$ cat src/rtl/if_fetch_unit_pkg.sv
// Shared opcodes, FSM state codes and immediate decoders for the instruction-fetch stage.
package if_fetch_unit_pkg;

  localparam logic [6:0] OP_JAL    = 7'b1101111;
  localparam logic [6:0] OP_BRANCH = 7'b1100011;
  localparam logic [1:0] BHT_INIT  = 2'b01;

  typedef enum logic {
    IF_FETCH = 1'b0,
    IF_HOLD  = 1'b1
  } if_state_t;

  // J-type immediate from inst[31:12]
  function automatic logic [31:0] j_imm(input logic [19:0] hi);
    return {{12{hi[19]}}, hi[7:0], hi[8], hi[18:9], 1'b0};
  endfunction

  // B-type immediate from inst[31:25] and inst[11:7]
  function automatic logic [31:0] b_imm(input logic [6:0] hi, input logic [4:0] lo);
    return {{20{hi[6]}}, lo[0], hi[5:0], lo[4:1], 1'b0};
  endfunction

endpackage

$ cat src/rtl/if_fetch_unit_bht_2bit.sv
// Branch history table: 2^BHT_BITS saturating 2-bit counters, one combinational
// read port and one training port; a same-cycle read returns the pre-update value.
module bht_2bit
  import if_fetch_unit_pkg::*;
#(
  parameter int BHT_BITS = 6
) (
  input  logic                clk,
  input  logic                rst,
  input  logic [BHT_BITS-1:0] rd_idx,
  output logic [1:0]          rd_ctr,
  input  logic                upd_en,
  input  logic [BHT_BITS-1:0] upd_idx,
  input  logic                upd_taken
);

  localparam int ENTRIES = 1 << BHT_BITS;

  logic [1:0] ctr_arr [ENTRIES];

  genvar gi;
  generate
    for (gi = 0; gi < ENTRIES; gi++) begin : g_entry
      logic [1:0] ctr_reg;
      logic       hit;

      assign hit = upd_en && (upd_idx == BHT_BITS'(gi));

      always_ff @(posedge clk) begin
        if (!rst) begin
          ctr_reg <= BHT_INIT;
        end else if (hit) begin
          if (upd_taken && ctr_reg != 2'b11) begin
            ctr_reg <= ctr_reg + 2'b01;
          end else if (!upd_taken && ctr_reg != 2'b00) begin
            ctr_reg <= ctr_reg - 2'b01;
          end
        end
      end

      assign ctr_arr[gi] = ctr_reg;
    end
  endgenerate

  assign rd_ctr = ctr_arr[rd_idx];

endmodule

$ cat src/rtl/if_fetch_unit.sv
// Instruction fetch: assembles each 32-bit instruction from four byte reads on a
// shared memory port, predecodes JAL/branches against a BHT and holds it for IF_ID.
module if_fetch_unit
  import if_fetch_unit_pkg::*;
#(
  parameter logic [31:0] RESET_PC = 32'h0,
  parameter int          BHT_BITS = 6
) (
  input  logic        clk,
  input  logic        rst,
  input  logic        stall_in,
  input  logic        br_flag,
  input  logic [31:0] br_target,
  input  logic        upd_valid,
  input  logic [31:0] upd_pc,
  input  logic        upd_taken,
  input  logic        mem_busy,
  input  logic [7:0]  mem_din,
  output logic        mem_rd_req,
  output logic [31:0] mem_addr,
  output logic        valid_out,
  output logic [31:0] pc_out,
  output logic [31:0] inst_out,
  output logic        pred_out
);

  if_state_t   state_reg;
  logic [31:0] pc_reg;
  logic [2:0]  issue_cnt_reg;
  logic [2:0]  recv_cnt_reg;
  logic        pending_reg;
  logic [31:0] inst_reg;
  logic [31:0] next_pc_reg;
  logic        valid_reg;
  logic [31:0] pc_out_reg;
  logic [31:0] inst_out_reg;
  logic        pred_reg;

  logic        issue_go;
  logic        capture;
  logic        last_byte;
  logic [31:0] inst_next;
  logic [31:0] target_next;
  logic        pred_next;
  logic [1:0]  bht_ctr;
  logic        unused_upd_bits;

  // Requests are suppressed while reset is asserted so the port is quiet during reset.
  assign issue_go   = rst && (state_reg == IF_FETCH) && (issue_cnt_reg < 3'd4) && !mem_busy;
  assign capture    = (state_reg == IF_FETCH) && pending_reg;
  assign last_byte  = capture && (recv_cnt_reg == 3'd3);

  assign mem_rd_req = issue_go;
  assign mem_addr   = issue_go ? (pc_reg + {29'b0, issue_cnt_reg}) : 32'h0;

  genvar gi;
  generate
    for (gi = 0; gi < 4; gi++) begin : g_lane
      assign inst_next[8*gi +: 8] = (capture && recv_cnt_reg == 3'(gi)) ? mem_din
                                                                         : inst_reg[8*gi +: 8];
    end
  endgenerate

  bht_2bit #(
    .BHT_BITS (BHT_BITS)
  ) u_bht (
    .clk       (clk),
    .rst       (rst),
    .rd_idx    (pc_reg[BHT_BITS+1:2]),
    .rd_ctr    (bht_ctr),
    .upd_en    (upd_valid),
    .upd_idx   (upd_pc[BHT_BITS+1:2]),
    .upd_taken (upd_taken)
  );

  assign unused_upd_bits = ^{upd_pc[31:BHT_BITS+2], upd_pc[1:0]};

  // Predecode on the word as it completes, so the prediction is frozen at HOLD entry.
  always_comb begin
    pred_next   = 1'b0;
    target_next = pc_reg + 32'd4;
    if (inst_next[6:0] == OP_JAL) begin
      pred_next   = 1'b1;
      target_next = pc_reg + j_imm(inst_next[31:12]);
    end else if (inst_next[6:0] == OP_BRANCH && bht_ctr[1]) begin
      pred_next   = 1'b1;
      target_next = pc_reg + b_imm(inst_next[31:25], inst_next[11:7]);
    end
  end

  always_ff @(posedge clk) begin
    if (!rst) begin
      state_reg     <= IF_FETCH;
      pc_reg        <= RESET_PC;
      issue_cnt_reg <= 3'd0;
      recv_cnt_reg  <= 3'd0;
      pending_reg   <= 1'b0;
      inst_reg      <= 32'h0;
      next_pc_reg   <= 32'h0;
      valid_reg     <= 1'b0;
      pc_out_reg    <= 32'h0;
      inst_out_reg  <= 32'h0;
      pred_reg      <= 1'b0;
    end else if (br_flag) begin
      // Redirect drops any byte still in flight by clearing pending.
      state_reg     <= IF_FETCH;
      pc_reg        <= br_target;
      issue_cnt_reg <= 3'd0;
      recv_cnt_reg  <= 3'd0;
      pending_reg   <= 1'b0;
      valid_reg     <= 1'b0;
    end else begin
      case (state_reg)
        IF_FETCH: begin
          pending_reg <= issue_go;
          if (issue_go) begin
            issue_cnt_reg <= issue_cnt_reg + 3'd1;
          end
          if (capture) begin
            inst_reg     <= inst_next;
            recv_cnt_reg <= recv_cnt_reg + 3'd1;
          end
          if (last_byte) begin
            state_reg    <= IF_HOLD;
            valid_reg    <= 1'b1;
            pc_out_reg   <= pc_reg;
            inst_out_reg <= inst_next;
            pred_reg     <= pred_next;
            next_pc_reg  <= target_next;
          end
        end
        IF_HOLD: begin
          if (!stall_in) begin
            state_reg     <= IF_FETCH;
            pc_reg        <= next_pc_reg;
            issue_cnt_reg <= 3'd0;
            recv_cnt_reg  <= 3'd0;
            pending_reg   <= 1'b0;
            valid_reg     <= 1'b0;
          end
        end
        default: state_reg <= IF_FETCH;
      endcase
    end
  end

  assign valid_out = valid_reg;
  assign pc_out    = pc_out_reg;
  assign inst_out  = inst_out_reg;
  assign pred_out  = pred_reg;

endmodule

$ cat config.mk
export PLATFORM = sky130hd
export DESIGN_NAME = if_fetch_unit
export DESIGN_NICKNAME = d
export VERILOG_FILES = /design/src/rtl/if_fetch_unit_pkg.sv /design/src/rtl/if_fetch_unit_bht_2bit.sv /design/src/rtl/if_fetch_unit.sv
export SDC_FILE = /design/constraint.sdc
export NUM_CORES = 1
export LEC_CHECK = 0
export ABC_AREA = 1
export ABC_CLOCK_PERIOD_IN_PS = 4210
export CAP_MARGIN = 40
export CORE_MARGIN = 2
export CORE_UTILIZATION = 51
export CTS_CLUSTER_DIAMETER = 200
export DETAILED_ROUTE_END_ITERATION = 8
export GPL_ROUTABILITY_DRIVEN = 0
export PLACE_DENSITY = 0.85
export SLEW_MARGIN = 25
export SYNTH_ARGS = -nofsm -noshare
export SYNTH_HDL_FRONTEND = slang
export SYNTH_SLANG_ARGS = --single-unit
$ cat constraint.sdc
create_clock -name clk -period 4.21 [get_ports clk]
set_clock_uncertainty 0.05 [all_clocks]
set_input_delay 0.842 -clock clk [delete_from_list [all_inputs] [get_ports clk]]
set_output_delay 0.842 -clock clk [all_outputs]
set_load 0.01 [all_outputs]
# Word level (Yosys, flattened, before mapping)

Cells that the tools add are included.

Register bits: 298
Latch bits: 0
RAM bits: 0
Memory bits (read-only): 0
Word-level logic and storage cells: 912
Memories kept: 0

Add/subtract/negate cells: 134
Multipliers: 0
Div/mod/pow operators: 0
Magnitude comparators: 2
Eq/ne operators: 137
Shift operators: 0
Muxes and demuxes: 155
Bitwise gates (word level): 4
Reductions and logical operators: 405

Operators with widths:

| cell                                                 | number |
|---|---|
| two-way mux 2 bit                                    | 130 |
| nonzero test 2 bit                                   | 129 |
| logical AND 1 bit                                    | 201 |
| equality test 6 bit (second input constant)          | 32 |
| two-way mux 32 bit                                   | 6 |
| != test 2 bit (second input constant)                | 68 |
| AND reduction 2 bit                                  | 68 |
| adder 2 x 1 -> 2 bit (second input constant)         | 64 |
| subtractor 2 x 1 -> 2 bit (second input constant)    | 64 |
| equality test 6 x 5 -> 1 bit (second input constant) | 16 |
| adder 32 bit                                         | 2 |
| equality test 6 x 4 -> 1 bit (second input constant) | 8 |
| adder 32 x 3 -> 32 bit                               | 1 |
| adder 32 x 3 -> 32 bit (second input constant)       | 1 |
| two-way mux 8 bit                                    | 4 |
| equality test 6 x 3 -> 1 bit (second input constant) | 4 |
| equality test 7 bit (second input constant)          | 2 |
| binary-select mux 2 bit (select 6 bit)               | 1 |
| equality test 6 x 2 -> 1 bit (second input constant) | 2 |
| one-hot mux 3 bit (2 select lines)                   | 2 |
| two-way mux 3 bit                                    | 3 |
| >= comparator 7 bit (second input constant)          | 1 |
| NOT 6 -> 7 bit                                       | 1 |
| adder 3 x 1 -> 3 bit (second input constant)         | 2 |
| 13 further kinds                                     | 25 |

# Depth between registers and ports, before layout

Gate-level depths: netlist of run 1.

Depth after elaboration: 8
Depth in mapped cells: 25
Mapped depth without buffers: 24

# Hierarchy

From an unflattened synthesis of run 1, not the netlist that was laid out.

Cell total of the unflattened synthesis: 3175
Area total of the unflattened synthesis: 19550.0 µm²

Modules (own cells, without submodules):

| module        | times used | cells each | area each (µm²) | sequential area each (µm²) |
|---|---|---|---|---|
| if_fetch_unit | 1          | 2011       | 12205.5         | 3383.2 |
| bht_2bit      | 1          | 1164       | 7344.5          | 2562.5 |

# Worst setup path before layout of run 1

OpenSTA, ideal clock, no wires.

Path kind: input -> register
From: input mem_din[7]
To: register next_pc_reg[28]
Data arrival time: 4066 ps
Slack: -15 ps
Cell stages on the path: 20
Path buffers: 1
Cell sequence: inv_1 -> o21ai_0 -> ha_1 -> clkbuf_1 -> nand2_1 -> inv_1 -> nand2_1 -> inv_1 -> nand2_1 -> inv_1 -> a21oi_1 -> nand2_1 -> nand2_1 -> nand2_1 -> inv_1 -> nand3_1 -> nand3_1 -> nand3_1 -> nand2_1 -> inv_1

Longest elaborated chain between the ends: 4
Elaborated cells between the ends (all ways): 8
Those cells by class: add/sub: 2; mux: 6

RTL lines:

| element                | RTL line             | RTL |
|---|---|---|
| start: declaration     | if_fetch_unit.sv:18  | `input logic [7:0] mem_din,` |
| two-way mux 8 bit *    | if_fetch_unit.sv:59  | `assign inst_next[8*gi +: 8] = (capture && recv_cnt_reg == 3'(gi)) ? mem_din` |
| net inst_next[31]      | if_fetch_unit.sv:42  | `logic [31:0] inst_next;` |
| adder 32 bit           | if_fetch_unit.sv:87  | `target_next = pc_reg + b_imm(inst_next[31:25], inst_next[11:7]);` |
| two-way mux 32 bit     | if_fetch_unit.sv:85  | `end else if (inst_next[6:0] == OP_BRANCH && bht_ctr[1]) begin` |
| two-way mux 32 bit *   | if_fetch_unit.sv:82  | `if (inst_next[6:0] == OP_JAL) begin` |
| end signal: assignment | if_fetch_unit.sv:129 | `next_pc_reg <= target_next;` |
| end: declaration       | if_fetch_unit.sv:33  | `logic [31:0] next_pc_reg;` |

Mark *: on every way through the listed nets, which the timed path passes. The rest lies on a longest branch.
A chain may end at the register's enable or synchronous reset.

# Final worst setup path of run 1

From: register pc_reg[16]
To: output mem_addr[29]

Longest elaborated chain between the ends: 2

RTL lines:

| element                  | RTL line             | RTL |
|---|---|---|
| start: declaration       | if_fetch_unit.sv:28  | `logic [31:0] pc_reg;` |
| start signal: assignment | if_fetch_unit.sv:107 | `pc_reg <= br_target;` |
| start signal: assignment | if_fetch_unit.sv:135 | `pc_reg <= next_pc_reg;` |
| adder 32 x 3 -> 32 bit   | if_fetch_unit.sv:54  | `assign mem_addr = issue_go ? (pc_reg + {29'b0, issue_cnt_reg}) : 32'h0;` |
| two-way mux 32 bit       | if_fetch_unit.sv:54  |  |
| end: declaration         | if_fetch_unit.sv:20  | `output logic [31:0] mem_addr,` |

Every way passes these cells.

==> impl_metrics.json, run 1 <==
{
  "run_status": "complete, but fails checks",
  "violations": "DRC",
  "rows": 70,
  "drive_gt1_share_pct": 7.02,
  "min_path_type": "reg -> reg",
  "power_density_mw_per_mm2": 301,
  "globalRouteOverflowTotal": 0,
  "ir_drop_v": 0.000229,
  "cp_data_required_time_ns": 3.32,
  "largest_net_degree_at_the_start_of_global_routing": 97,
  "route.detailed.drc": 1,
  "synth-main-ff-cell": "sky130_fd_sc_hd__dfxtp_1",
  "clock-root-buffer": "sky130_fd_sc_hd__clkbuf_16",
  "synth_seq_area_share_pct": 31.3,
  "cts_sinks": 297,
  "yosysTopAreaCell": "sky130_fd_sc_hd__dfxtp_1",
  "end_kind": "primary output",
  "number_of_vias_in_the_routed_layout": 21073,
  "floorplan.io_pins": 178,
  "worstSkewPairLatency_ns": 0.53,
  "finalMaxSlewViolations": 0,
  "yosysUniqueCellTypes": 45,
  "timing.reg2reg.worst_path_depth": 16,
  "report.final.setup_viol": 0,
  "clk_path_buf_depth": 3,
  "ctsHoldBuffers": 0,
  "synth_most_common_cell": "sky130_fd_sc_hd__nand2_1",
  "syn_to_final_growth_pct": 17.9,
  "startpoint_of_the_worst_slack_reg_to_reg_timing_path": "recv_cnt_reg[0]$_SDFFE_PP0P_",
  "tritoncts": "done",
  "timing.final.crit_period_ns": 4.11,
  "crit_path_end": "mem_addr[29]",
  "die_ar_sq_mm": 0.0388,
  "detail_route.vias_per_cell": 5.78,
  "synth_enable_flop_cells": 0,
  "final_hold_violation_count": 0,
  "antennaDiodeCount": 0,
  "clkSlewWorstSetupHoldPaths_ns": 0.05,
  "regToRegEndpoint": "next_pc_reg[30]$_SDFFE_PN0P_",
  "fin_tns_setup_ns": 0,
  "timing.max_slew.rel_slack_pct": 43.6,
  "timing_worst_slew_pin_value_ns": 0.845,
  "worst_ep_arrival_time_ns": 3.22,
  "max_clock_freq_ghz": 0.243,
  "route.detailed.wl_per_inst_microns": 17.3,
  "placement_stage_worst_setup_slack_ns": 0.253,
  "detail_placement_hpwl_mm": 44.6,
  "die_h_microns": 197,
  "total_leakage_power_nw": 9.75,
  "nets": 3291,
  "mappedNetlistArea_sq_mm": 0.0190,
  "synth_common_cells": "sky130_fd_sc_hd__nand2_1 (640), sky130_fd_sc_hd__inv_1 (396), sky130_fd_sc_hd__nor2_1 (336)",
  "largest_register_ff_count": 128,
  "die_width_microns": 197,
  "synth_seq_cells": 297,
  "htree_levels": 2,
  "cell_types_occupying_the_most_area_after_synthesis": "sky130_fd_sc_hd__dfxtp_1 (31%), sky130_fd_sc_hd__nand2_1 (13%), sky130_fd_sc_hd__inv_1 (7.8%), sky130_fd_sc_hd__o21ai_0 (7.6%), sky130_fd_sc_hd__a21oi_1 (7.5%)",
  "mappedNetlistNets": 3169,
  "final_critical_path_setup_slack_ns": 0.102,
  "grt_pass1_wl_mm": 98.6,
  "worstSetupStartpointType": "flip-flop",
  "synthesis.area_per_instance_sq_um": 6.26,
  "first_global_vias": 19035,
  "postRouteWirelength_mm": 63.2,
  "numPortBuffers": 151,
  "worst-r2r-setup-slack_ns": 0.23,
  "total_power_w": 0.00675,
  "detail-route-antenna-nets": 0,
  "design.core.area_sq_mm": 0.0366,
  "max_cap_violations": 0,
  "syn-instance-count": 3031,
  "synth_async_sr_flop_share_pct": 0,
  "drt-initial-drc-count": 2557,
  "globalRouteTotalUtil_pct": 31.6,
  "min_period_over_period_pct": 97.6,
  "initial_utilization_pct": 51.9,
  "yosys_warnings": 0,
  "detailedRoute.firstPassIterationCount": 9,
  "worstPathMaxFanout": 6,
  "antenna_found_initial": 1,
  "numCtsBuffers": 35,
  "synthDominantCellAreaShare_pct": 31.3,
  "critical_path_class": "reg -> out",
  "source_of_the_critical_timing_path": "pc_reg[16]$_SDFFE_PN0P_"
}
-- cell families after synthesis --
kind of cell | share of synthesized area (%)
compound gates | 21.0
simple gates | 30.2
fa+ha+maj | 4.01
buf+inv | 10.9
flops | 31.3
xor+xnor | 2.54
-- area by class of cell --
cell class,instances,area [sq um]
well taps,468,586
clock buffers,51,1050
inverters,403,1520
fillers,3302,14200
flip-flops and latches,297,5950
repair buffers,221,2090
clock inverters,10,143
multi-input cells,2195,11100
-- per-stage QoR --
stage / hold slack [ns] / area [sq um] / utilization (%) / instances
after floorplan: 0.396 / 19000 / - / 3031
after global placement: 0.405 / 21100 / 57.5 / 3580
after CTS: 0.420 / 22300 / 61.0 / 3643
after detailed placement: 0.412 / 21100 / 57.6 / 3582
final: 0.428 / 22400 / 61.2 / 3645
after global routing: 0.460 / 22400 / 61.2 / 3645
-- timing repair --
item	CTS	global route
resized for setup	10	17
pin swaps	0	1
endpoints found under the setup margin	9	15
gates cloned	0	0
buffers inserted	0	2
-- layout by cell type (no fill, tap or decap), types with 3 or more instances in the layout --
master | netlist | layout
sky130_fd_sc_hd__a221o_1 | 18 | 18
sky130_fd_sc_hd__inv_1 | 396 | 395
sky130_fd_sc_hd__nand4_1 | 23 | 23
sky130_fd_sc_hd__clkbuf_8 | 0 | 7
sky130_fd_sc_hd__clkbuf_16 | 0 | 37
sky130_fd_sc_hd__dfxtp_1 | 297 | 295
sky130_fd_sc_hd__nor2_1 | 336 | 326
sky130_fd_sc_hd__clkinv_2 | 0 | 5
sky130_fd_sc_hd__o21ai_0 | 290 | 289
sky130_fd_sc_hd__or2_2 | 62 | 62
sky130_fd_sc_hd__inv_2 | 3 | 3
sky130_fd_sc_hd__buf_4 | 3 | 67
sky130_fd_sc_hd__o22ai_1 | 6 | 6
sky130_fd_sc_hd__a21oi_1 | 284 | 284
sky130_fd_sc_hd__clkdlybuf4s50_1 | 0 | 143
sky130_fd_sc_hd__nor2_2 | 0 | 6
sky130_fd_sc_hd__o211ai_1 | 16 | 16
sky130_fd_sc_hd__nor2_4 | 1 | 5
sky130_fd_sc_hd__clkinv_1 | 4 | 4
sky130_fd_sc_hd__nand3_1 | 239 | 238
sky130_fd_sc_hd__nand2_1 | 640 | 639
sky130_fd_sc_hd__nor3_1 | 43 | 41
sky130_fd_sc_hd__o21bai_1 | 8 | 8
sky130_fd_sc_hd__o21ai_1 | 7 | 7
sky130_fd_sc_hd__nor3_4 | 2 | 3
sky130_fd_sc_hd__o21a_1 | 34 | 34
sky130_fd_sc_hd__a31oi_1 | 36 | 36
sky130_fd_sc_hd__bufinv_16 | 0 | 3
sky130_fd_sc_hd__clkbuf_1 | 107 | 7
sky130_fd_sc_hd__a22oi_1 | 17 | 17
sky130_fd_sc_hd__xor2_1 | 49 | 49
sky130_fd_sc_hd__xnor2_1 | 6 | 6
sky130_fd_sc_hd__ha_1 | 56 | 55
sky130_fd_sc_hd__dlymetal6s2s_1 | 0 | 3
-- critical path, stage by stage (launching register included) --
cell and delay (ns):
sky130_fd_sc_hd__dfxtp_1 0.61, sky130_fd_sc_hd__nand2_1 0.21, sky130_fd_sc_hd__nor2_1 0.29, sky130_fd_sc_hd__nand4_1 0.26, sky130_fd_sc_hd__nor3_1 0.28, sky130_fd_sc_hd__nand4_1 0.19, sky130_fd_sc_hd__xor2_1 0.19, sky130_fd_sc_hd__nor2_1 0.09
sky130_fd_sc_hd__clkdlybuf4s50_1 0.56
-- worst min path at each step --
stage          cells past startpoint                                        end  slack, ns                                      start
2_1_floorplan                      2                next_pc_reg[4]$_SDFFE_PN0P_       0.40                next_pc_reg[4]$_SDFFE_PN0P_
3_3_place_gp                       2                next_pc_reg[4]$_SDFFE_PN0P_       0.41                next_pc_reg[4]$_SDFFE_PN0P_
3_5_place_dp                       2                next_pc_reg[4]$_SDFFE_PN0P_       0.41                next_pc_reg[4]$_SDFFE_PN0P_
4_1_cts                            2                next_pc_reg[4]$_SDFFE_PN0P_       0.42                next_pc_reg[4]$_SDFFE_PN0P_
5_1_grt                            2                   pending_reg$_SDFFE_PP0P_       0.46                   pending_reg$_SDFFE_PP0P_
6_report                           2  u_bht.g_entry[21].ctr_reg[0]$_SDFFE_PN1P_       0.43  u_bht.g_entry[21].ctr_reg[0]$_SDFFE_PN1P_
-- where the power goes --
group | leakage (nW) | switching, W | internal [W] | total [W]
clock | 0.586 | 0.00126 | 0.00192 | 0.00317
sequential | 2.40 | 0.0000407 | 0.00284 | 0.00288
combinational | 6.76 | 0.000458 | 0.000234 | 0.000692
-- metal layers --
layer	vias to the layer above	wire length (microns)	global-route usage (%)
li1	10165	-	-
met5	-	11	0
met1	9378	25100	40.8
met2	1250	26800	49.2
met3	278	7480	7.67
met4	2	3820	16.1
(Power assumes the default switching activity.)
==> inputs of run 2 (changes only) <==
Settings changed: HOLD_SLACK_MARGIN set to 0.06.
==> results of run 2 <==
Same layout as run 1: the final DEF is identical, and so are final timing and power.
